[src/rtl/slc3_datapath_w.sv]
// rtl/slc3_datapath_w.sv - SLC-3 datapath with extended ALU and iterative shift-add multiplier
module slc3_datapath_w #(
  parameter int WIDTH = 16
) (
  input  logic             Clk,
  input  logic             Reset,
  input  logic             LD_MAR,
  input  logic             LD_MDR,
  input  logic             LD_IR,
  input  logic             LD_BEN,
  input  logic             LD_CC,
  input  logic             LD_REG,
  input  logic             LD_PC,
  input  logic             LD_LED,
  input  logic             GatePC,
  input  logic             GateMDR,
  input  logic             GateALU,
  input  logic             GateMARMUX,
  input  logic             SR2MUX,
  input  logic             ADDR1MUX,
  input  logic             MARMUX,
  input  logic             MIO_EN,
  input  logic             DRMUX,
  input  logic             SR1MUX,
  input  logic [1:0]       PCMUX,
  input  logic [1:0]       ADDR2MUX,
  input  logic [2:0]       ALUK,
  input  logic             MUL_Start,
  input  logic [WIDTH-1:0] MDR_In,
  output logic [WIDTH-1:0] MAR,
  output logic [WIDTH-1:0] MDR,
  output logic [WIDTH-1:0] IR,
  output logic [WIDTH-1:0] PC,
  output logic             BEN,
  output logic [9:0]       LED,
  output logic             MUL_Busy,
  output logic             MUL_Done,
  output logic             Bus_Conflict
);

  localparam int CW = $clog2(WIDTH + 1);

  typedef enum logic [1:0] {
    MUL_IDLE,
    MUL_RUN,
    MUL_DONE
  } mul_state_e;

  logic [WIDTH-1:0] pc_q, ir_q, mar_q, mdr_q, prod_q;
  logic [WIDTH-1:0] rf_q [8];
  logic [9:0]       led_q;
  logic             n_q, z_q, p_q, ben_q;

  mul_state_e       mul_state_q, mul_state_d;
  logic [WIDTH-1:0] mcand_q, mcand_d, mplier_q, mplier_d, acc_q, acc_d, prod_d;
  logic [CW-1:0]    cnt_q, cnt_d;

  logic [WIDTH-1:0] bus, sr1_out, sr2_out, alu_b, alu_out;
  logic [WIDTH-1:0] addr1, addr2, adder, marmux_out, pc_d, mdr_d;
  logic [WIDTH-1:0] sext5, sext6, sext9, sext11;
  logic [2:0]       sr1_idx, dr_idx, gate_cnt;
  logic             ben_d;

  assign sext5  = {{(WIDTH-5){ir_q[4]}},   ir_q[4:0]};
  assign sext6  = {{(WIDTH-6){ir_q[5]}},   ir_q[5:0]};
  assign sext9  = {{(WIDTH-9){ir_q[8]}},   ir_q[8:0]};
  assign sext11 = {{(WIDTH-11){ir_q[10]}}, ir_q[10:0]};

  assign sr1_idx = SR1MUX ? ir_q[8:6] : ir_q[11:9];
  assign dr_idx  = DRMUX ? 3'd7 : ir_q[11:9];
  assign sr1_out = rf_q[sr1_idx];
  assign sr2_out = rf_q[ir_q[2:0]];
  assign alu_b   = SR2MUX ? sext5 : sr2_out;

  assign addr1 = ADDR1MUX ? sr1_out : pc_q;
  always_comb begin
    addr2 = '0;
    case (ADDR2MUX)
      2'b00: addr2 = '0;
      2'b01: addr2 = sext6;
      2'b10: addr2 = sext9;
      2'b11: addr2 = sext11;
      default: addr2 = '0;
    endcase
  end
  assign adder      = addr1 + addr2;
  assign marmux_out = MARMUX ? {{(WIDTH-8){1'b0}}, ir_q[7:0]} : adder;

  always_comb begin
    alu_out = '0;
    case (ALUK)
      3'b000: alu_out = sr1_out + alu_b;
      3'b001: alu_out = sr1_out & alu_b;
      3'b010: alu_out = ~sr1_out;
      3'b011: alu_out = sr1_out;
      3'b100: alu_out = prod_q;
      3'b101: alu_out = sr1_out - alu_b;
      3'b110: alu_out = sr1_out ^ alu_b;
      3'b111: alu_out = alu_b;
      default: alu_out = '0;
    endcase
  end

  // A gate collision forces the bus to zero rather than OR-ing drivers together.
  assign gate_cnt     = 3'(GatePC) + 3'(GateMDR) + 3'(GateALU) + 3'(GateMARMUX);
  assign Bus_Conflict = (gate_cnt > 3'd1);

  always_comb begin
    bus = '0;
    if (!Bus_Conflict) begin
      if (GatePC)          bus = pc_q;
      else if (GateMDR)    bus = mdr_q;
      else if (GateALU)    bus = alu_out;
      else if (GateMARMUX) bus = marmux_out;
    end
  end

  always_comb begin
    pc_d = pc_q;
    case (PCMUX)
      2'b00: pc_d = pc_q + 1'b1;
      2'b01: pc_d = bus;
      2'b10: pc_d = adder;
      2'b11: pc_d = pc_q;
      default: pc_d = pc_q;
    endcase
  end

  assign mdr_d = MIO_EN ? MDR_In : bus;
  assign ben_d = (ir_q[11] & n_q) | (ir_q[10] & z_q) | (ir_q[9] & p_q);

  always_ff @(posedge Clk) begin
    if (!Reset) begin
      pc_q  <= '0;
      ir_q  <= '0;
      mar_q <= '0;
      mdr_q <= '0;
      led_q <= '0;
      ben_q <= 1'b0;
      n_q   <= 1'b0;
      z_q   <= 1'b0;
      p_q   <= 1'b0;
      for (int i = 0; i < 8; i++) rf_q[i] <= '0;
    end else begin
      if (LD_PC)  pc_q  <= pc_d;
      if (LD_IR)  ir_q  <= bus;
      if (LD_MAR) mar_q <= bus;
      if (LD_MDR) mdr_q <= mdr_d;
      if (LD_LED) led_q <= ir_q[9:0];
      if (LD_BEN) ben_q <= ben_d;
      if (LD_REG) rf_q[dr_idx] <= bus;
      if (LD_CC) begin
        n_q <= bus[WIDTH-1];
        z_q <= (bus == '0);
        p_q <= !bus[WIDTH-1] && (bus != '0);
      end
    end
  end

  // Counter starts at WIDTH and the last RUN cycle is the one that sees 1.
  always_comb begin
    mul_state_d = mul_state_q;
    mcand_d     = mcand_q;
    mplier_d    = mplier_q;
    acc_d       = acc_q;
    cnt_d       = cnt_q;
    prod_d      = prod_q;
    case (mul_state_q)
      MUL_IDLE: begin
        if (MUL_Start) begin
          mcand_d     = sr1_out;
          mplier_d    = alu_b;
          acc_d       = '0;
          cnt_d       = CW'(WIDTH);
          mul_state_d = MUL_RUN;
        end
      end
      MUL_RUN: begin
        if (mplier_q[0]) acc_d = acc_q + mcand_q;
        mcand_d  = mcand_q << 1;
        mplier_d = mplier_q >> 1;
        cnt_d    = cnt_q - CW'(1);
        if (cnt_q == CW'(1)) mul_state_d = MUL_DONE;
      end
      MUL_DONE: begin
        prod_d      = acc_q;
        mul_state_d = MUL_IDLE;
      end
      default: mul_state_d = MUL_IDLE;
    endcase
  end

  always_ff @(posedge Clk) begin
    if (!Reset) begin
      mul_state_q <= MUL_IDLE;
      mcand_q     <= '0;
      mplier_q    <= '0;
      acc_q       <= '0;
      cnt_q       <= '0;
      prod_q      <= '0;
    end else begin
      mul_state_q <= mul_state_d;
      mcand_q     <= mcand_d;
      mplier_q    <= mplier_d;
      acc_q       <= acc_d;
      cnt_q       <= cnt_d;
      prod_q      <= prod_d;
    end
  end

  assign MUL_Busy = (mul_state_q != MUL_IDLE);
  assign MUL_Done = (mul_state_q == MUL_DONE);

  assign MAR = mar_q;
  assign MDR = mdr_q;
  assign IR  = ir_q;
  assign PC  = pc_q;
  assign BEN = ben_q;
  assign LED = led_q;

endmodule
[config.mk]
export PLATFORM = sky130hd
export DESIGN_NAME = slc3_datapath_w
export DESIGN_NICKNAME = d
export VERILOG_FILES = /design/src/rtl/slc3_datapath_w.sv
export SDC_FILE = /design/constraint.sdc
export NUM_CORES = 1
export LEC_CHECK = 0
export ABC_AREA = 1
export CORE_MARGIN = 1.5
export CORE_UTILIZATION = 48
export DETAILED_ROUTE_END_ITERATION = 10
export DONT_BUFFER_PORTS = 1
export PLACE_DENSITY = 0.6
export SLEW_MARGIN = 20
export SYNTH_ARGS = -nofsm -noshare
export SYNTH_HDL_FRONTEND = slang
export SYNTH_SLANG_ARGS = --single-unit
[constraint.sdc]
create_clock -name Clk -period 5.7 [get_ports Clk]
set_clock_uncertainty 0.2 [all_clocks]
set_input_delay 0.855 -clock Clk [delete_from_list [all_inputs] [get_ports Clk]]
set_output_delay 0.855 -clock Clk [all_outputs]
set_load 0.005 [all_outputs]
* After elaboration in Yosys (flattened, before gate mapping)
Memories as Yosys holds them, arrays and structs flattened. A register that Yosys moved wholly into a read port is not among the register bits.
Index checks and enable logic that the tools add are counted.
** Storage, ports and cells
- Bits in registers :: 149
- RAM bits :: 128
- Output and inout port bits :: 78
- Memories :: 1
** Operators by class
- $add $sub $neg :: 9
- Magnitude comparators :: 1
- Equal/unequal tests :: 19
- Muxes and demuxes :: 35
- Bitwise logic cells :: 9
- Reductions and logical operators :: 15
** Memories
- rf_q :: depth 8, bits a word 16, rd ports 2, clocked after memory_dff 1, write ports 8, RTL line 50 : logic [WIDTH-1:0] rf_q [8];
** Operators by type and width (number)
- 16-bit 2-to-1 mux :: 14
- 16-bit one-hot mux with 8 select lines :: 1
- 16-bit one-hot mux with 2 select lines :: 3
- 16-bit one-hot mux with 4 select lines :: 1
- 16-bit adder :: 3
- 16-bit one-hot mux with 3 select lines :: 1
- 16-bit by 1-bit adder with 16-bit output, second input constant :: 1
- 16-bit AND :: 1
- 16-bit zero test :: 1
- 16-bit NOT :: 1
- 16-bit nonzero test :: 1
- 16-bit OR reduction :: 1
- 16-bit subtractor :: 1
- 16-bit XOR :: 1
- 3-bit 2-to-1 mux :: 5
- 3-bit == test, second input constant :: 4
- 2-bit == test, second input constant :: 5
- 5-bit one-hot mux with 2 select lines :: 1
- 2-bit by 1-bit == test with 1-bit output, second input constant :: 3
- 3-bit by 2-bit == test with 1-bit output, second input constant :: 2
- 2-bit zero test :: 3
- 2-bit != test, second input constant :: 3
- 2-bit AND reduction :: 3
- 5-bit by 1-bit == test with 1-bit output, second input constant :: 1
- other kinds (18) :: 27

* Depth between registers and ports, before layout
An unclocked memory read counts as a cell.
- Word-level depth :: 12
- Gate-level depth with buffers :: 37

* Worst setup path after synthesis
OpenSTA, ideal clock, no wires.
- Kind :: input -> register
- Start point :: input port ALUK[0]
- End point :: memory rf_q[0][13], data pin
- Setup time :: 0.266 ns
- Arrival :: 4.020 ns
- Setup slack :: 1.215 ns
- Stages :: 22
- Cell sequence :: buf_2 -> inv_1 -> nor3_2 -> clkinv_1 -> nand2_1 -> xor2_1 -> ha_1 -> a21oi_1 -> o21ai_0 -> a21oi_1 -> o21ai_0 -> a21boi_0 -> o21ai_0 -> nand2_1 -> nand2_1 -> o21ai_0 -> nand2_1 -> nand3_1 -> nand2_1 -> nand2_1 -> buf_2 -> nor2_1
** RTL lines
- start, declared :: RTL line 27 : input logic [2:0] ALUK,
- end, declared :: RTL line 50

==> results.txt <==
Normalized max-slew margin: 34.2%
Clk sinks: 280
Clock latency on the worst-skew pair: 0.61 ns
CTS tree: yes
Worst Setup Path Type: flop to flop
Post-Synthesis Cells: 2485
Vias in the first global route: 16500
Site Rows: 70
Critical path's slowest cell: dfxtp_1
CP peak stage delay: 0.62 ns
Sequential area share after synthesis: 38.9%
Clock Path Buffers: 3
Max Clk Rate: 0.185 GHz
Final hold viol count: 0
Chip Height: 195 um
Post-CTS Setup Inserts: 0
Area delta synth->final: 8.43%
N_diodes: 0
Mapped Area: 0.0177 mm2
Clock transition at path regs: 0.07 ns
Number of detailed-route iterations in the first pass: 8
CP delay by family, top: simple AND/OR/NAND/NOR gates
Iteration-0 DRC Markers: 1639
Startpoint Class: flop
WP data required: 5.82 ns
Critical path endpoint category: flop
Final setup vio count: 0
Gr usage total: 33.5%
Fillers: 3637
Peak supply drop: 201 uV
Status: finished, final reports clean
Initial core utilization: 48.6%
Initial antenna violation count: 0
Max H-tree Level: 1
First-pass GRT wire length: 98300 um
Syn nets: 2604
Max cap viols: 0
Leading cell type in the layout, fill and taps excluded: nand2_1
DR WL/cell: 22.0 um
Arr. time, crit path: 5.53 ns
Total grt overflow: 0
RSZ-0062 raised after global routing: no
Synthesis Warnings: 0
Worst-Margin Slew: 0.982 ns
Async SR Flop Fraction: 0%
Worst Path Max Fanout: 54
CTS root buf: clkbuf_16
Drt total wl: 64400 um
Die ar.: 0.0380 mm2
Leakage: 8.05 nW
WP buf/inv: 1
Most used cell along the critical path: nand2_1
Slew Limit Fails: 0
Post-layout minimum cycle time: 5.40 ns
Synth Area per Inst: 7.12 um2
Seq cells post-synth: 280
Tcrit/Tclk final: 94.8%
Core area: 0.0364 mm2
TNS Setup: 0 ns
Most frequent cells in the layout: 617 x nand2_1, 271 x nor2_1, 221 x a21oi_1
Post-synth EDFFs: 128
Pin count of the biggest net entering global routing: 83
Netlist cell types: 50
Placer congestion estimate: 0.955
Hold crit path type: input pin to flop
DP HPWL: 45600 um
Power Density: 304 mW/mm2
Hold-fix buffers, CTS: 0
PostCTS Resize Cnt: 0
Primary FF master, synth: dfxtp_1
Final Core Density: 52.7%
Die Width: 195 um
DRC Markers: 0
PortBufs: 0
Antenna-violating nets left: 0
Layout cells sized above 1: 6.32%
Cts bufs inserted: 31
Nets: 2550
I/O Pins: 122
Via count: 17400
Vias per cell: 5.96
==> cell type report <==
| cell class | count | area [um2] | area share (%) |
|---|---|---|---|
| flip-flops and latches | 280 | 6890 | 35.9 |
| inverters | 226 | 851 | 4.43 |
| clock inverters | 11 | 108 | 0.561 |
| clock buffers | 44 | 990 | 5.16 |
| multi-input cells | 1835 | 9270 | 48.3 |
| repair buffers | 57 | 503 | 2.62 |
| well taps | 468 | 586 | 3.05 |
==> cells in the mapped netlist (6+ instances only) <==
library cell    n  area share, %
a211oi_1        8           0.34
a21oi_1       221            6.2
a22oi_1        24            1.0
a31oi_1        13           0.46
buf_1          11           0.23
buf_2          32           0.90
buf_4           9           0.38
buf_6          11           0.70
clkbuf_1       81            1.7
dfxtp_1       152             17
edfxtp_1      128             22
ha_1           71            5.0
inv_1         210            4.5
inv_2          10           0.21
nand2_1       617             13
nand2_2         9           0.32
nand3_1       199            5.6
nand4_1        18           0.64
nor2_1        272            5.8
nor3_1         17           0.48
o211ai_1       48            2.0
o21ai_0       188            5.3
o21ai_1        15           0.42
o21ai_2         7           0.35
o21bai_1        6           0.25
o221ai_1        8           0.40
o22ai_1        15           0.53
xnor2_1        11           0.54
xor2_1         25            1.2
==> metal layers <==
layer,track usage [%],vias to the layer above,wire (um)
li1,-,8230,-
met3,5.39,142,5660
met5,0,-,0
met2,52.4,823,28300
met1,46.2,8200,27700
met4,13.6,0,2700
==> final timing paths <==
path / from / endpoint / slack [ns] / cells after the start
worst max-delay path: IR[6] / rf_q[6][13] / 0.30 / 25
worst min register to register: mplier_q[15] / mplier_q[15] / 0.27 / 2
worst max register to register: IR[6] / rf_q[6][13] / 0.30 / 25
worst min-delay path: LD_LED / LED[7] / 0.13 / 1
==> where the power goes <==
part	internal (mW)	switching, mW	leakage (nW)
clock network	1.26	0.886	0.553
registers	2.21	0.0936	2.58
logic	0.429	0.958	4.92
total	3.89	1.94	8.05
==> sequential cells by signal (all words and copies together) (netlist names), named ones only <==
| name | cells |
|---|---|
| cnt_q | 5 |
| mplier_q | 16 |
| mul_state_q | 2 |
| p_q | 1 |
| mcand_q | 16 |
| MAR | 16 |
| rf_q | 128 |
| LED | 10 |
| IR | 16 |
| BEN | 1 |
| acc_q | 16 |
| prod_q | 16 |
| z_q | 1 |
| MDR | 16 |
| PC | 16 |
| n_q | 1 |
==> logic make-up (layout without fill, tap and decap cells) <==
| group | after synthesis | count (layout) | synth area share, % |
|---|---|---|---|
| AOI/OAI and AO/OA | 576 | 576 | 18.4 |
| xor gates and xnor gates | 36 | 36 | 1.78 |
| and+or+nand+nor | 1148 | 1148 | 26.7 |
| adders and majority gates | 75 | 75 | 5.47 |
| DFF | 280 | 280 | 38.9 |
| buffers and inverters | 370 | 338 | 8.74 |
==> per-stage QoR <==
stage	instance area, um2	setup slack [ns]	cells	power (mW)	hold WS, ns
after floorplan	17700	1.21	2485	3.28	0.230
after global routing	19200	0.0548	2921	6.07	0.122
after detailed placement	18100	0.253	2866	3.69	0.259
after global placement	18100	0.365	2866	3.68	0.254
after CTS	19200	0.449	2921	5.81	0.116
final	19200	0.295	2921	5.83	0.131
No activity file was read; power rests on OpenSTA's default activity.
==> edit 1 (config.mk and constraints unchanged) <==
Put a register stage on the outputs `MUL_Busy` and `MUL_Done`, with the module's reset. The values now appear one clock later. The other outputs are not delayed to match.
--- a/src/rtl/slc3_datapath_w.sv
+++ b/src/rtl/slc3_datapath_w.sv
@@ -209,6 +209,13 @@
   end
 
-  assign MUL_Busy = (mul_state_q != MUL_IDLE);
-  assign MUL_Done = (mul_state_q == MUL_DONE);
+  always_ff @(posedge Clk) begin
+    if (!Reset) begin
+      MUL_Busy <= '0;
+      MUL_Done <= '0;
+    end else begin
+      MUL_Busy <= (mul_state_q != MUL_IDLE);
+      MUL_Done <= (mul_state_q == MUL_DONE);
+    end
+  end
 
   assign MAR = mar_q;
Formal check against the unedited RTL: not equivalent (a bounded check fails within 4 cycles, from zero or initial values and one cycle with Reset low).
==> edit 1 against the original RTL <==
  * Power up 3.0%
  * Area after synthesis down 0.66%
  * Routed wire length is 1.9% lower
  * Non-clock buffer count fell by 11
  * Utilization grew 0.50 points
  * Worst setup slack gained 0.15 ns
  * Sequential cell count is 2 higher
  * Cell area is 0.74% lower
==> edit 1: results (changes against the original RTL) <==
Final nets=2506 (was 2550); Syn Nets=2564 (was 2604); layout cells sized above 1=0.0630 (was 0.0632); CTS buffer count=34 (was 31); pre-CTS WS=0.280 ns (was 0.253 ns); # fillers=3466 (was 3637); Max VDD drop=0.266 mV (was 0.201 mV); Routability Congestion=0.944 (was 0.955); Placed Instances=2812 (was 2866); Post-synth top cells=nand2_1, nor2_1, a21oi_1 (unchanged); Clock Latency Late Sink=0.56 ns (was 0.61 ns); crit path DAT=5.55 ns (was 5.53 ns); crit-path max cell delay=0.37 ns (was 0.62 ns); sequential area share after synthesis=0.394 (was 0.389); htree depth=2 (was 1); gr usage total=0.332 (was 0.335); min-delay src=LD_IR (was LD_LED); Initial DRT Pass Iterations=6 (was 8); Worst Hold Path EP=IR[15]$_SDFFE_PN0P_ (was LED[7]$_SDFFE_PN0P_); reg2reg path depth=32 (was 25); Synth area leaders=edfxtp_1, dfxtp_1, nand2_1 (unchanged); Leak=7.79 nW (was 8.05 nW); status=finished, final reports clean (unchanged); Area after DPL=17900 um2 (was 18100 um2); critical path's slowest cell=dfxtp_2 (was dfxtp_1); Avg Inst Size Synth=7.19 um2 (was 7.12 um2); Peak Freq=190 MHz (was 185 MHz); DP Wirelength=44900 um (was 45600 um); Distinct cells, synth=49 (was 50); hold depth=1 (unchanged); largest net degree at the start of global routing=82 (was 83); vias in the first global route=16.1k (was 16.5k); DRT iter0 DRCs=1863 (was 1639); Worst-Margin Slew=1.05 ns (was 0.982 ns)
==> edit 1: changes by cell type after synthesis, moves of 7 or more <==
cell,unedited run,this run
xor2_1,25,32
nand3_1,199,192
nand2_2,9,16
inv_1,210,168
a21oi_1,221,228
nor2_1,272,312
o21ai_0,188,176
o21ai_1,15,27
nand2_1,617,582
==> edit 1: layout make-up <==
class,instances,share of cell area
multi-input cells,1837,0.488
flip-flops and latches,282,0.364
clock buffers,41,0.0476
inverters,186,0.0369
well taps,461,0.0303
repair buffers,46,0.0201
clock inverters,20,0.0137
==> edit 1: logic make-up after synthesis <==
family	Yosys count	synth area share
buf+inv	326	0.0787
xor+xnor	43	0.0214
simple gates	1146	0.267
flops	282	0.394
fa+ha+maj	75	0.0551
compound gates	573	0.184
==> edit 1: worst max path at each step <==
stage | startpoint | to | slack [ns] | cells after the start
floorplan | SR1MUX | rf_q[0][10]$_SDFFCE_PN0P_ | 1.38 | 25
finish | flip-flop | z_q$_SDFFE_PN0P_ | 0.45 | 32
CTS | IR[6]$_SDFFE_PN0P_ | z_q$_SDFFE_PN0P_ | 0.43 | 29
global route | IR[6]$_SDFFE_PN0P_ | z_q$_SDFFE_PN0P_ | 0.05 | 29
detailed placement | SR1MUX | z_q$_SDFFE_PN0P_ | 0.28 | 28
global placement | SR1MUX | z_q$_SDFFE_PN0P_ | 0.24 | 26
==> edit 1: power breakdown <==
| group | leakage [nW] | total [mW] | switching (mW) | internal [mW] |
|---|---|---|---|---|
| clock network | 0.560 | 2.28 | 0.941 | 1.34 |
| registers | 2.60 | 2.31 | 0.0921 | 2.22 |
| logic | 4.64 | 1.41 | 0.981 | 0.428 |
==> edit 1: worst reg2reg max path: cells and delay by family, from the launching register on <==
kind	cells	cell delay, ns
AOI/OAI and AO/OA	2	0.35
adders and majority gates	2	0.60
DFF	1	0.37
and+or+nand+nor	23	2.97
buffers and inverters	4	0.54
xor gates and xnor gates	1	0.17
==> edit 1: stage by stage <==
stage                     hold slack, ns  total power [mW]
after floorplan                    0.230              3.31
after global placement             0.244              3.71
after detailed placement           0.248              3.72
after CTS                          0.153              5.99
after global routing               0.156              6.26
final                              0.179              6.00
==> edit 1: timing repair <==
action,4_1_cts,5_1_grt
resized for setup,0,3
hold endpoints to repair,0,0
setup buffers,0,0
endpoints found under the setup margin,0,2
hold buffers,0,0
==> edit 1: routing by layer <==
layer | vias up | wire [um] | GRT usage | share of wire
li1 | 8125 | - | - | -
met1 | 8097 | 27800 | 0.457 | 0.44
met2 | 828 | 27800 | 0.523 | 0.44
met3 | 122 | 5260 | 0.0587 | 0.083
met4 | 0 | 2240 | 0.119 | 0.036
met5 | - | 0 | 0 | 0
==> edit 2 (same settings) <==
Without the edit above. Register the input `MDR_In` before use, without a reset. The logic sees it one clock later. The other inputs are not delayed to match.
--- a/src/rtl/slc3_datapath_w.sv
+++ b/src/rtl/slc3_datapath_w.sv
@@ -47,4 +47,10 @@
   } mul_state_e;
 
+  logic [WIDTH-1:0] MDR_In_q;
+
+  always_ff @(posedge Clk) begin
+    MDR_In_q <= MDR_In;
+  end
+
   logic [WIDTH-1:0] pc_q, ir_q, mar_q, mdr_q, prod_q;
   logic [WIDTH-1:0] rf_q [8];
@@ -127,5 +133,5 @@
   end
 
-  assign mdr_d = MIO_EN ? MDR_In : bus;
+  assign mdr_d = MIO_EN ? MDR_In_q : bus;
   assign ben_d = (ir_q[11] & n_q) | (ir_q[10] & z_q) | (ir_q[9] & p_q);
 
Check against the original RTL: not equivalent (a bounded check fails within 4 cycles, from zero or initial values and one cycle with Reset low).
==> edit 2 against the original RTL <==
  * Worst setup slack better by 0.030 ns
  * Sequential cell count grew 16
  * Clock power rose by 3%
  * Area after synthesis increased by 1.9%
  * Cell count rose by 0.41%
  * Power grew 4.2%
  * Routed wire length rose by 0.81%
  * Cell area up 1.8%
  * Critical path type unchanged
==> edit 2: results (changes against the original RTL) <==
DP Wirelength=47000 um (was 45600 um); multi-input gate share of total cell area=0.480 (was 0.483); min-delay src=MDR_In[1] (was LD_LED); met2 usage=0.514 (was 0.524); Crit. Startpoint=IR[9]$_SDFFE_PN0P_ (was IR[6]$_SDFFE_PN0P_); metal2 WL=27800 um (was 28300 um); DRT iter0 DRCs=1628 (was 1639); layout cells sized above 1=0.0653 (was 0.0632); die area=38700 um2 (was 38000 um2); hold depth=0 (was 1); Distinct cells, synth=47 (was 50); Area after DPL=18400 um2 (was 18100 um2); Max VDD drop=0.265 mV (was 0.201 mV); Layout non-clock buf frac=0.0254 (was 0.0262); pre-CTS WS=0.0864 ns (was 0.253 ns); Clock-cell share=0.0577 (was 0.0572); WL met1=28400 um (was 27700 um); status=finished, final reports clean (unchanged); FF/Latch Area=7210 um2 (was 6890 um2); Clock Buffer Count=45 (was 44); Power per Cell Area=311 nW/um2 (was 304 nW/um2); DR WL met3=6140 um (was 5660 um); Leak=8.11 nW (was 8.05 nW); sequential area share after synthesis=0.400 (was 0.389); crit-path max cell delay=0.53 ns (was 0.62 ns); htree depth=2 (was 1); Syn Nets=2608 (was 2604); Routability Congestion=0.992 (was 0.955); Post-Synth XOR/XNOR Area=0.0204 (was 0.0178); wire length per cell after detailed routing=22.1 um (was 22.0 um); flop-to-flop setup slack=0.33 ns (was 0.30 ns); sw frac=0.332 (about the same); Avg Inst Size Synth=7.24 um2 (was 7.12 um2); Buffers, non-clock=61 (was 57); Non-CTS inverters=199 (was 226); crit path DAT=5.46 ns (was 5.53 ns); met3 usage=0.0662 (was 0.0539); CTS buffer count=34 (was 31); seq pwr=2.42 mW (was 2.30 mW); Placed Instances=2873 (was 2866)
edit 2: cell types whose count changed in the layout (fill, tap and decap cells not counted), sizes merged, moves of 7 or more:
cell / before / now
a21oi: 222 / 234
dfxtp: 152 / 168
inv: 225 / 199
nand2: 630 / 621
nand3: 199 / 211
nand4: 18 / 11
nor2: 275 / 282
xor2: 25 / 33
edit 2: worst register-to-register path: stages (launching register included):
cell and delay, ns:
dfxtp_1 0.53, inv_1 0.23, nand2_1 0.10, nand2_1 0.31, nand2_1 0.16, nand3_1 0.08
nand3_1 0.16, nand2_1 0.17, o21ai_0 0.38, ha_1 0.25, inv_1 0.06, fa_1 0.46
inv_1 0.14, nand3_1 0.08, nand2_1 0.16, nand4_1 0.10, nand3_1 0.12, nand2_1 0.09
nand2_1 0.07, a21oi_1 0.07, xnor2_1 0.15, nand2_1 0.06, nand3_1 0.08, nand2_1 0.08
nand2_1 0.05, nand2_1 0.43, buf_4 0.28, nor2_1 0.05
